### src/rtl/fifo_status_flags_if.sv
// Request/status bundle between the FIFO front end and its occupancy tracker.
//   master : drives write_en, read_en, thr_load, ae_thr_in, af_thr_in, clr_err
//   slave  : drives pointers, count, accept strobes, status and error flags
interface fifo_status_flags_if #(
    parameter int unsigned SIZE = 4
);
    logic              write_en;
    logic              read_en;
    logic              thr_load;
    logic [SIZE-1:0]   ae_thr_in;
    logic [SIZE-1:0]   af_thr_in;
    logic              clr_err;

    logic [SIZE-1:0]   write_pointer;
    logic [SIZE-1:0]   read_pointer;
    logic [SIZE:0]     count;
    logic              write_accept;
    logic              read_accept;
    logic              empty;
    logic              full;
    logic              almost_empty;
    logic              almost_full;
    logic              overflow;
    logic              underflow;

    modport master (
        output write_en, read_en, thr_load, ae_thr_in, af_thr_in, clr_err,
        input  write_pointer, read_pointer, count, write_accept, read_accept,
               empty, full, almost_empty, almost_full, overflow, underflow
    );

    modport slave (
        input  write_en, read_en, thr_load, ae_thr_in, af_thr_in, clr_err,
        output write_pointer, read_pointer, count, write_accept, read_accept,
               empty, full, almost_empty, almost_full, overflow, underflow
    );
endinterface

### src/rtl/fifo_status_flags.sv
// Occupancy tracker and status-flag generator for a synchronous FIFO.
// Owns the read/write pointers and occupancy count, and drives registered
// empty/full/almost-empty/almost-full flags against run-time programmable
// thresholds, plus sticky overflow/underflow error flags.
// Ports:
//   clk   : single clock, rising edge
//   reset : synchronous, active-high
//   bus   : slave side of fifo_status_flags_if (requests in, status out)
module fifo_status_flags #(
    parameter int unsigned SIZE                 = 4,
    parameter int unsigned ALMOST_EMPTY_DEFAULT = 2,
    parameter int unsigned ALMOST_FULL_DEFAULT  = 2
) (
    input  logic               clk,
    input  logic               reset,
    fifo_status_flags_if.slave bus
);
    localparam int unsigned DEPTH = 2 ** SIZE;
    localparam int unsigned CW    = SIZE + 1;

    logic [SIZE-1:0] r_wr_ptr;
    logic [SIZE-1:0] r_rd_ptr;
    logic [CW-1:0]   r_count;
    logic            r_empty;
    logic            r_full;
    logic            r_almost_empty;
    logic            r_almost_full;
    logic            r_overflow;
    logic            r_underflow;
    logic [SIZE-1:0] r_ae_thr;
    logic [SIZE-1:0] r_af_thr;

    logic            w_wr_acc;
    logic            w_rd_acc;
    logic [CW-1:0]   w_next_count;
    logic [SIZE-1:0] w_next_ae_thr;
    logic [SIZE-1:0] w_next_af_thr;
    logic [CW-1:0]   w_af_level;

    // Accepts use only the registered flags, so no request reaches a flag combinationally.
    assign w_wr_acc = bus.write_en & ~r_full;
    assign w_rd_acc = bus.read_en  & ~r_empty;

    // Next-state occupancy and thresholds; flags are computed from these so a
    // threshold load is visible on the same edge.
    always_comb begin
        w_next_count  = r_count + CW'(w_wr_acc) - CW'(w_rd_acc);
        w_next_ae_thr = bus.thr_load ? bus.ae_thr_in : r_ae_thr;
        w_next_af_thr = bus.thr_load ? bus.af_thr_in : r_af_thr;
        w_af_level    = CW'(DEPTH) - CW'(w_next_af_thr);
    end

    // State and flag registers.
    always_ff @(posedge clk) begin
        if (reset) begin
            r_wr_ptr       <= '0;
            r_rd_ptr       <= '0;
            r_count        <= '0;
            r_empty        <= 1'b1;
            r_full         <= 1'b0;
            r_almost_empty <= 1'b1;
            r_almost_full  <= 1'b0;
            r_overflow     <= 1'b0;
            r_underflow    <= 1'b0;
            r_ae_thr       <= SIZE'(ALMOST_EMPTY_DEFAULT);
            r_af_thr       <= SIZE'(ALMOST_FULL_DEFAULT);
        end else begin
            r_wr_ptr       <= r_wr_ptr + SIZE'(w_wr_acc);
            r_rd_ptr       <= r_rd_ptr + SIZE'(w_rd_acc);
            r_count        <= w_next_count;
            r_empty        <= (w_next_count == '0);
            r_full         <= (w_next_count == CW'(DEPTH));
            r_almost_empty <= (w_next_count <= CW'(w_next_ae_thr));
            r_almost_full  <= (w_next_count >= w_af_level);
            // Sticky errors: a new error in the clearing cycle wins.
            r_overflow     <= (bus.write_en & r_full)  | (r_overflow  & ~bus.clr_err);
            r_underflow    <= (bus.read_en  & r_empty) | (r_underflow & ~bus.clr_err);
            r_ae_thr       <= w_next_ae_thr;
            r_af_thr       <= w_next_af_thr;
        end
    end

    assign bus.write_pointer = r_wr_ptr;
    assign bus.read_pointer  = r_rd_ptr;
    assign bus.count         = r_count;
    assign bus.write_accept  = w_wr_acc;
    assign bus.read_accept   = w_rd_acc;
    assign bus.empty         = r_empty;
    assign bus.full          = r_full;
    assign bus.almost_empty  = r_almost_empty;
    assign bus.almost_full   = r_almost_full;
    assign bus.overflow      = r_overflow;
    assign bus.underflow     = r_underflow;
endmodule

### src/flat_wrapper.sv
// flat-port wrapper written by rule: the top's interface ports become plain ports
module fifo_status_flags_flat 
#(
    parameter int unsigned SIZE                 = 4,
    parameter int unsigned ALMOST_EMPTY_DEFAULT = 2,
    parameter int unsigned ALMOST_FULL_DEFAULT  = 2
)
  (clk, reset, bus_write_en, bus_read_en, bus_thr_load, bus_ae_thr_in, bus_af_thr_in, bus_clr_err, bus_write_pointer, bus_read_pointer, bus_count, bus_write_accept, bus_read_accept, bus_empty, bus_full, bus_almost_empty, bus_almost_full, bus_overflow, bus_underflow);
  fifo_status_flags_if #(.SIZE(SIZE)) bus_i ();
  input  logic clk;
  input  logic reset;
  input wire logic [$bits(bus_i.write_en)-1:0] bus_write_en;
  input wire logic [$bits(bus_i.read_en)-1:0] bus_read_en;
  input wire logic [$bits(bus_i.thr_load)-1:0] bus_thr_load;
  input wire logic [$bits(bus_i.ae_thr_in)-1:0] bus_ae_thr_in;
  input wire logic [$bits(bus_i.af_thr_in)-1:0] bus_af_thr_in;
  input wire logic [$bits(bus_i.clr_err)-1:0] bus_clr_err;
  output wire logic [$bits(bus_i.write_pointer)-1:0] bus_write_pointer;
  output wire logic [$bits(bus_i.read_pointer)-1:0] bus_read_pointer;
  output wire logic [$bits(bus_i.count)-1:0] bus_count;
  output wire logic [$bits(bus_i.write_accept)-1:0] bus_write_accept;
  output wire logic [$bits(bus_i.read_accept)-1:0] bus_read_accept;
  output wire logic [$bits(bus_i.empty)-1:0] bus_empty;
  output wire logic [$bits(bus_i.full)-1:0] bus_full;
  output wire logic [$bits(bus_i.almost_empty)-1:0] bus_almost_empty;
  output wire logic [$bits(bus_i.almost_full)-1:0] bus_almost_full;
  output wire logic [$bits(bus_i.overflow)-1:0] bus_overflow;
  output wire logic [$bits(bus_i.underflow)-1:0] bus_underflow;
  assign bus_i.write_en = bus_write_en;
  assign bus_i.read_en = bus_read_en;
  assign bus_i.thr_load = bus_thr_load;
  assign bus_i.ae_thr_in = bus_ae_thr_in;
  assign bus_i.af_thr_in = bus_af_thr_in;
  assign bus_i.clr_err = bus_clr_err;
  assign bus_write_pointer = bus_i.write_pointer;
  assign bus_read_pointer = bus_i.read_pointer;
  assign bus_count = bus_i.count;
  assign bus_write_accept = bus_i.write_accept;
  assign bus_read_accept = bus_i.read_accept;
  assign bus_empty = bus_i.empty;
  assign bus_full = bus_i.full;
  assign bus_almost_empty = bus_i.almost_empty;
  assign bus_almost_full = bus_i.almost_full;
  assign bus_overflow = bus_i.overflow;
  assign bus_underflow = bus_i.underflow;
  fifo_status_flags #(.SIZE(SIZE), .ALMOST_EMPTY_DEFAULT(ALMOST_EMPTY_DEFAULT), .ALMOST_FULL_DEFAULT(ALMOST_FULL_DEFAULT)) u_core (.clk(clk), .reset(reset), .bus(bus_i));
endmodule
### config.mk
export PLATFORM = sky130hd
export DESIGN_NAME = fifo_status_flags_flat
export DESIGN_NICKNAME = d
export VERILOG_FILES = /design/src/rtl/fifo_status_flags_if.sv /design/src/rtl/fifo_status_flags.sv /design/src/flat_wrapper.sv
export SDC_FILE = /design/constraint.sdc
export NUM_CORES = 1
export LEC_CHECK = 0
export BUFFER_PORTS_ARGS = -buffer_cell sky130_fd_sc_hd__buf_4
export CORE_ASPECT_RATIO = 0.75
export CORE_MARGIN = 1
export CORE_UTILIZATION = 45
export DETAILED_ROUTE_END_ITERATION = 16
export PLACE_DENSITY = 0.7
export SETUP_SLACK_MARGIN = 0.5
export SLEW_MARGIN = 20
export SYNTH_ARGS = -nofsm -noshare
export SYNTH_HDL_FRONTEND = slang
export SYNTH_SLANG_ARGS = --single-unit
### constraint.sdc
create_clock -name clk -period 9.3 [get_ports clk]
set_input_delay 2.79 -clock clk [delete_from_list [all_inputs] [get_ports clk]]
set_output_delay 2.79 -clock clk [all_outputs]
set_load 0.005 [all_outputs]
Word-level counts from Yosys, hierarchy flattened
Index checks and enable logic that the tools add are counted.

word-level totals
  register bits after elaboration = 27
  input port bits = 14

cells by class
  add/sub/neg operators = 5
  order comparisons = 2
  eq/ne operators = 1
  muxes and demuxes = 2
  bitwise gates (word level) = 11
  reduce and logical (&&, ||, !) cells = 1

operator list
  cell                   number
  $add A4 B1 Y4          2
  $mux W4                2
  $and A1 B1 Y1          6
  $add A5 B1 Y5          1
  $eq A5 B5 Y1 const B   1
  $ge A5 B5 Y1           1
  $le A5 B4 Y1           1
  $logic_not A5 Y1       1
  $sub A5 B1 Y5          1
  $sub A5 B4 Y5 const A  1
  $not A1 Y1             3
  $or A1 B1 Y1           2

Depth between registers and ports, before layout
Gate-level depths: netlist (run 1).

  depth after elaboration = 5
  mapped depth = 12
  mapped depth without buffers = 12

Worst setup path before layout (run 1)
Ideal clock, no wire load.

  path type = input -> output
  start point = input bus_read_en
  end point = output bus_read_accept
  arrival time = 3003 ps
  required time = 6510 ps
  path slack = 3507 ps
  stages on the path = 1
  path buffers = 0
  path through = nor2b_1

on the way
  longest elaborated chain between the ends = 1

RTL lines
  what           line                     text
  from (decl)    flat_wrapper.sv:13       input wire logic [$bits(bus_i.read_en)-1:0] bus_read_en;
  $and A1 B1 Y1  fifo_status_flags.sv:42  assign w_rd_acc = bus.read_en & ~r_empty;
  to (decl)      flat_wrapper.sv:22       output wire logic [$bits(bus_i.read_accept)-1:0] bus_read_accept;

Every way passes these cells.

Worst setup path in the final report (run 1)
Ends and elaborated chain as after synthesis.

==> metrics, run 1 <==
status completed; clk slew on worst S/H paths 90 ps; WS Path Type primary input to primary output; Unique masters post-synth 28; Clk pwr share 13.5%; Tmin final 6074 ps; routed vias/inst 4.921; delay-heaviest family, CP buffers and inverters; worst reg-to-reg setup slack 6570 ps; Finished Cell Area ~0.0017 mm^2; Gate Count Post-Synth 131; Syn Nets 164; P_int ~0.00031 W; setup violators final 0; share of cells above drive strength 1 25.90%; root buffer cell clkbuf_8; CP required 6510 ps; Detailed Place HPWL between 2000 and 2500 um; All-Layer GR Usage a little under a fifth; Synth-to-Final Area Change 25.00%; pwr dens ~300 mW/mm^2; worst stage delay on the critical path 240 ps; PostCTS Resize Cnt 0; Chip Width around 65 um; r2r worst-path depth 11; slew margin rel. roughly two thirds; Antenna Nets Post-Route 0; Port Buf Inserts 34; H-tree depth 1; leading area contributor after synthesis dfxtp_1; Post-Syn Area roughly 0.0013 mm^2; Slew Viols, Final 0; Hold Crit Class flop to flop; CTS Buffer Depth 2; Setup Total Neg Slack 0 ps; sequential area share after synthesis 40.91%; Switch Pwr 0.0001910 W; num ports 35; Die ar. 0.003159 mm^2; CP arrival 3280 ps; r2r startpoint u_core.bus.empty$_SDFF_PP1_; total wire length ~2600 um; WHS Path Cells 2; setup repair after global routing missed its margin no; Logic pwr share 55.4%; count of final hold-check violations 0; worst-path fanout max 3; gp weighted congestion 0.6838; GRT Residual Overflow 0; max-cap violations 0; DRC 0; cts bufs inserted 3; FILL cells 235; worst slew pin tran 500.0 ps; startpoint types primary input; Synth top area share 40.91%; Yosys reg bits 27; # rows 16; Crit. End Element primary output; clk_lat worst skew 280 ps; Mean Syn Cell Area 10.09 um^2; first-pass GRT wire length ~4300 um; top cells by area, synth dfxtp_1, ha_1, nor2b_1; die height 48.93 um; Core Area 0.002703 mm^2; CTS tree built; Pre-antenna DRT Iters 4; CTS Sinks 27; crit share post-route 65.32%; quantity of hold-fixing buffers added after cts 0; number of buffers and inverters on the critical path 2; most used cell, CP buf_4; vias in the first global route roughly 950; Cell Chain, Critical Path buf_4 > nor2b_1 > buf_4; routed len/inst 12.85 um; Hold Startpoint u_core.r_ae_thr[1]$_SDFF_PP1_; Critical Path Slowest Stage Cell nor2b_1; Initial Util slightly below 50%; switch share 38.33%; Yosys warning count 0; # Post-CTS Setup Buffers 0; largest net degree at the start of global routing 27; Peak supply drop 152.0 uV; placed inst area 0.001607 mm^2; n_diodes 0; fin nets 200; initial antenna violation count 0; R2R Path End u_core.bus.almost_empty$_SDFF_PP1_; clk_skew 7.902 ps; FMAX 164.6 MHz; sequential power share about 31%; WHS Endpoint u_core.r_ae_thr[1]$_SDFF_PP1_; Pleak 0.8030 nW; DRT iter0 DRCs 43; detailed-route via count 994
-- cell type report --
cell class,instances,area [um^2],area share (%)
clock buffers,4,45.04,2.727
inverters,10,37.54,2.273
multi-input cells,91,728.2,44.09
repair buffers,34,255.2,15.45
well taps,36,45.04,2.727
flip-flops and latches,27,540.5,32.73
-- cell families (layout without fill, tap and decap cells) --
logic type               count (synthesis)  in the layout  share of synthesized area (%)
flip-flops                              27             27                          40.91
XOR/XNOR                                10             10                          6.628
AND/OR/NAND/NOR                         38             38                          15.25
buffers and inverters                   13             48                          3.978
multiplexers                             8              8                          6.155
adder cells (fa/ha/maj)                 20             20                          19.41
AO/OA/AOI/OAI                           15             15                          7.669
-- power by group through the flow --
| stage | Combinational (W) | Clock [W] | Sequential, W |
|---|---|---|---|
| 2_1_floorplan | 0.000189 | 0 | 0.000156 |
| 3_3_place_gp | 0.000262 | 0 | 0.000156 |
| 3_5_place_dp | 0.000275 | 0 | 0.000158 |
| 4_1_cts | 0.000277 | 0.0000693 | 0.000155 |
| 5_1_grt | 0.000311 | 0.0000740 | 0.000158 |
| 6_report | 0.000276 | 0.0000674 | 0.000155 |
-- flip-flops by register name, summed over array words and instances, names as in the netlist, 4 cells and up --
name and cells:
u_core.bus.count 5, u_core.bus.read_pointer 4, u_core.bus.write_pointer 4, u_core.r_ae_thr 4
u_core.r_af_thr 4
-- synthesized netlist by cell type, drive strengths merged --
cell type / count
maj3: 1
nand2: 1
nor2: 15
xnor2: 5
fa: 1
clkbuf: 2
xor2: 5
dfxtp: 27
nand2b: 4
nor3: 1
a21o: 3
mux2: 1
o21a: 2
nand3: 3
ha: 18
buf: 1
a22oi: 2
o21ai: 1
nor4: 1
mux2i: 7
and2: 1
a21oi: 6
a41oi: 1
nor2b: 12
inv: 10
-- per-layer routing --
metal / global-route usage [%] / vias to the layer above / share of wire [%]
met4: 5.556 / 0 / 1.1
met1: 21.77 / 471 / 47
met2: 31.23 / 15 / 49
li1: - / 504 / -
met3: 5.841 / 4 / 3.6
met5: 0 / - / 0
-- worst reg2reg max path, cell delays in order (launching register included) --
cell and delay, ps:
dfxtp_1 380, nor2b_1 100, ha_1 280, inv_1 40
ha_1 220, fa_1 400, xor2_1 410, ha_1 340
o21a_1 100, o21ai_0 160, nand2b_1 90, a21oi_1 140
-- worst max-delay path by stage --
stage | start | endpoint | depth (start not counted)
2_1_floorplan | bus_read_en | bus_read_accept | 1
3_3_place_gp | bus_read_en | bus_read_accept | 3
3_5_place_dp | bus_read_en | bus_read_accept | 3
4_1_cts | bus_read_en | bus_read_accept | 3
5_1_grt | bus_read_en | bus_read_accept | 3
6_report | bus_read_en | bus_read_accept | 3
-- cells in the final DEF, fill, tap and decap left out, types with 2 or more instances in the layout --
cell type / count
xor2_1: 5
dfxtp_1: 27
inv_1: 10
nand3_1: 3
mux2i_1: 7
buf_4: 34
o21a_1: 2
a21oi_1: 5
clkbuf_8: 3
xnor2_1: 5
ha_1: 18
nor2_1: 14
a21o_1: 2
nor2b_1: 12
a22oi_1: 2
nand2b_1: 4
-- stage by stage --
stage / power, W / setup WS, ps / utilization, % / hold WS, ps / std cells
after CTS: 0.0005020 / 3188 / 61.11 / 509.7 / 202
after global placement: 0.0004177 / 3253 / 59.44 / 478.5 / 198
final: 0.0004984 / 3226 / 61.11 / 497.0 / 202
after floorplan: 0.0003452 / 3507 / - / 449.2 / 131
after global routing: 0.0005423 / 3115 / 61.11 / 522.5 / 202
after detailed placement: 0.0004326 / 3188 / 59.44 / 486.3 / 198
No activity file was read; power rests on OpenSTA's default activity.
==> run 2: changes to the inputs <==
- ABC_AREA: default -> 1
- PLACE_DENSITY: 0.7 -> 0.72
- clock period: 9.3 -> 5.04 ns (I/O delays scaled with it)
==> run 2 against run 1 <==
Against the previous run: the flow now finishes with violations (design-rule violations); first-iteration DRC count increased by 81%; critical path depth increased by 16; register-to-register slack got worse by 4100 ps; via count increased by 14%; clock power increased by 94%; cell count increased by 24%; sequential cell count unchanged; setup slack got worse by 1700 ps; non-clock buffer count unchanged; total power increased by 84%; final area increased by 4.8%; count of clock-buffer cells in the layout decreased by 1; largest cell class unchanged; largest power group unchanged.
==> metrics, run 2 <==
setup violators final 0; DRT iter0 DRCs 78; main combinational cell family by area after synthesis simple AND/OR/NAND/NOR gates; detailed-route via count 1137; Yosys reg bits 27; Slew Viols, Final 0; CTS tree built; Post-Syn Area 0.001398 mm^2; largest net degree at the start of global routing 22; # Post-CTS Setup Buffers 0; Chip Width 66.35 um; failing checks design-rule violations; CP required 5220 ps; leading area contributor after synthesis dfxtp_1; share of cells above drive strength 1 approximately 20%; FMAX 282.4 MHz; Port Buf Inserts 34; placed inst area 0.001682 mm^2; PostCTS Resize Cnt 0; die height between 50 and 60 um; Tmin final 3541 ps; count of final hold-check violations 0; fin nets 247; Yosys warning count 0; total wire length 2515 um; Inst Count DP 247; Detailed Place HPWL 2006 um; quantity of hold-fixing buffers added after cts 0; number of buffers and inverters on the critical path 5; crit share post-route 70.26%; Hold Crit Class flop to flop; Cell Count, Final, Fillers Out roughly 250; slew margin rel. slightly above 80%; # rows 17; root buffer cell clkbuf_8; first-pass GRT wire length 4312 um; clk slew on worst S/H paths 100 ps; WS Path Type primary input to flop; Gate Count Post-Synth ~180; vias in the first global route 1000; Synth Flop Type dfxtp_1; most used cell, CP nand2_1; All-Layer GR Usage between 15 and 20%; clk_skew 3.991 ps; worst-path fanout max 3; n_diodes 0; Mean Syn Cell Area 7.852 um^2; Die ar. 0.003335 mm^2; setup ws final 1499 ps; Synth Area in Compound Gates 4.118%; Async S/R FF share, synth 0%; Pre-antenna DRT Iters 10; portion of netlist area occupied by mux cells 2.149%; Place WS 1213 ps; top cells by area, synth dfxtp_1, ha_1, nand2_1; delay-heaviest family, CP adder cells; cts bufs inserted 3; Core Area 0.002957 mm^2; sequential area share after synthesis 38.68%; DRC 2; CTS Sinks 27; Synth-to-Final Area Change 23.90%; H-tree depth 1; GRT Residual Overflow 0; CP arrival between 3000 and 4000 ps; status finished, violations left; Syn Nets 211; Pleak 0.9217 nW; routed len/inst 10.02 um; XOR/XNOR share of the synthesized area 3.760%; gp weighted congestion around 0.8; initial antenna violation count 0; max-cap violations 0; max FFs per register 5; Peak supply drop 274.3 uV; CTS Buffer Depth 2; Antenna Nets Post-Route 0; Simple-Gate Fraction of Synth Area 23.72%; Crit. End Element flop; Post-synth EDFFs 0; clk_lat worst skew ~280 ps; Setup Total Neg Slack 0 ps; pwr dens 530.0 mW/mm^2; worst slew pin tran 264.3 ps; most common cell after layout, fill and taps aside nand2_1; Unique masters post-synth 24; top-count cell post-synth nand2_1; Synth Area in Adders 17.55%; Cell Chain, Critical Path buf_4 > inv_1 > nor2_1 > ha_1 > inv_1 > ha_1 > fa_1 > nand2_1 > inv_1 > nor2_1 > ha_1 > nand2_1 > inv_1 > nand2_1 > nand3_1 > nand2_1 > nand2_1 > nor2_1 > nor2_1; commonest non-fill, non-tap cells in the layout nand2_1, buf_4, inv_1; num ports 35; Synth top cells by count nand2_1, inv_1, dfxtp_1; Initial Util between 40% and 50%; Synth top area share 38.68%; startpoint types primary input; worst stage delay on the critical path 400 ps; setup repair after global routing missed its margin no; Critical Path Slowest Stage Cell fa_1; routed vias/inst 4.530; Finished Cell Area 0.001732 mm^2
-- run 2: area by class of cell --
type                    instances  area, um^2
inverters                      31       121.4
well taps                      38       47.55
fillers                       305        1225
repair buffers                 34       255.2
clock buffers                   3       41.29
multi-input cells             117       716.9
clock inverters                 1       8.758
flip-flops and latches         27       540.5
-- run 2: through the flow --
step / hold WS [ps] / power [W] / util (%)
floorplan: 436.5 / 0.0006398 / -
detailed placement: 460.4 / 0.0007925 / 56.88
global route: 489.1 / 0.001027 / 58.57
CTS: 477.2 / 0.0009288 / 58.57
global placement: 455.7 / 0.0007818 / 56.88
finish: 468.7 / 0.0009177 / 58.57
-- run 2: cells by family after synthesis --
| family | Yosys count |
|---|---|
| buffers and inverters | 34 |
| DFF | 27 |
| xor gates and xnor gates | 6 |
| muxes | 3 |
| and+or+nand+nor | 79 |
| adders and majority gates | 19 |
| AOI/OAI and AO/OA | 10 |
-- run 2: tightest hold or removal path, delay by kind of cell (launching register included) --
family	cells	cell delay, ps
AND/OR/NAND/NOR	1	60
AO/OA/AOI/OAI	1	50
flip-flops	1	330
-- run 2: power by group --
part	internal [W]	switching (W)	total [W]
Clock	0.0000581	0.0000728	0.000131
Combinational	0.000223	0.000279	0.000502
Sequential	0.000259	0.0000251	0.000284
-- run 2: metal layers --
layer | GRT usage, % | up-vias | wire length [um]
met5 | 0 | - | 0
li1 | - | 620 | -
met3 | 5.000 | 3 | 164
met4 | 3.191 | 0 | 10
met2 | 25.51 | 31 | 963
met1 | 24.30 | 483 | 1376
-- run 2: final timing paths --
path,start,endpoint,slack [ps],depth (start not counted)
hold reg to reg,u_core.bus.underflow$_SDFF_PP0_,u_core.bus.underflow$_SDFF_PP0_,470,2
setup / recovery,bus_read_en,u_core.bus.almost_full$_SDFF_PP0_,1500,19
hold / removal,u_core.bus.underflow$_SDFF_PP0_,u_core.bus.underflow$_SDFF_PP0_,470,2
setup reg to reg,u_core.bus.empty$_SDFF_PP1_,u_core.bus.almost_full$_SDFF_PP0_,2480,17
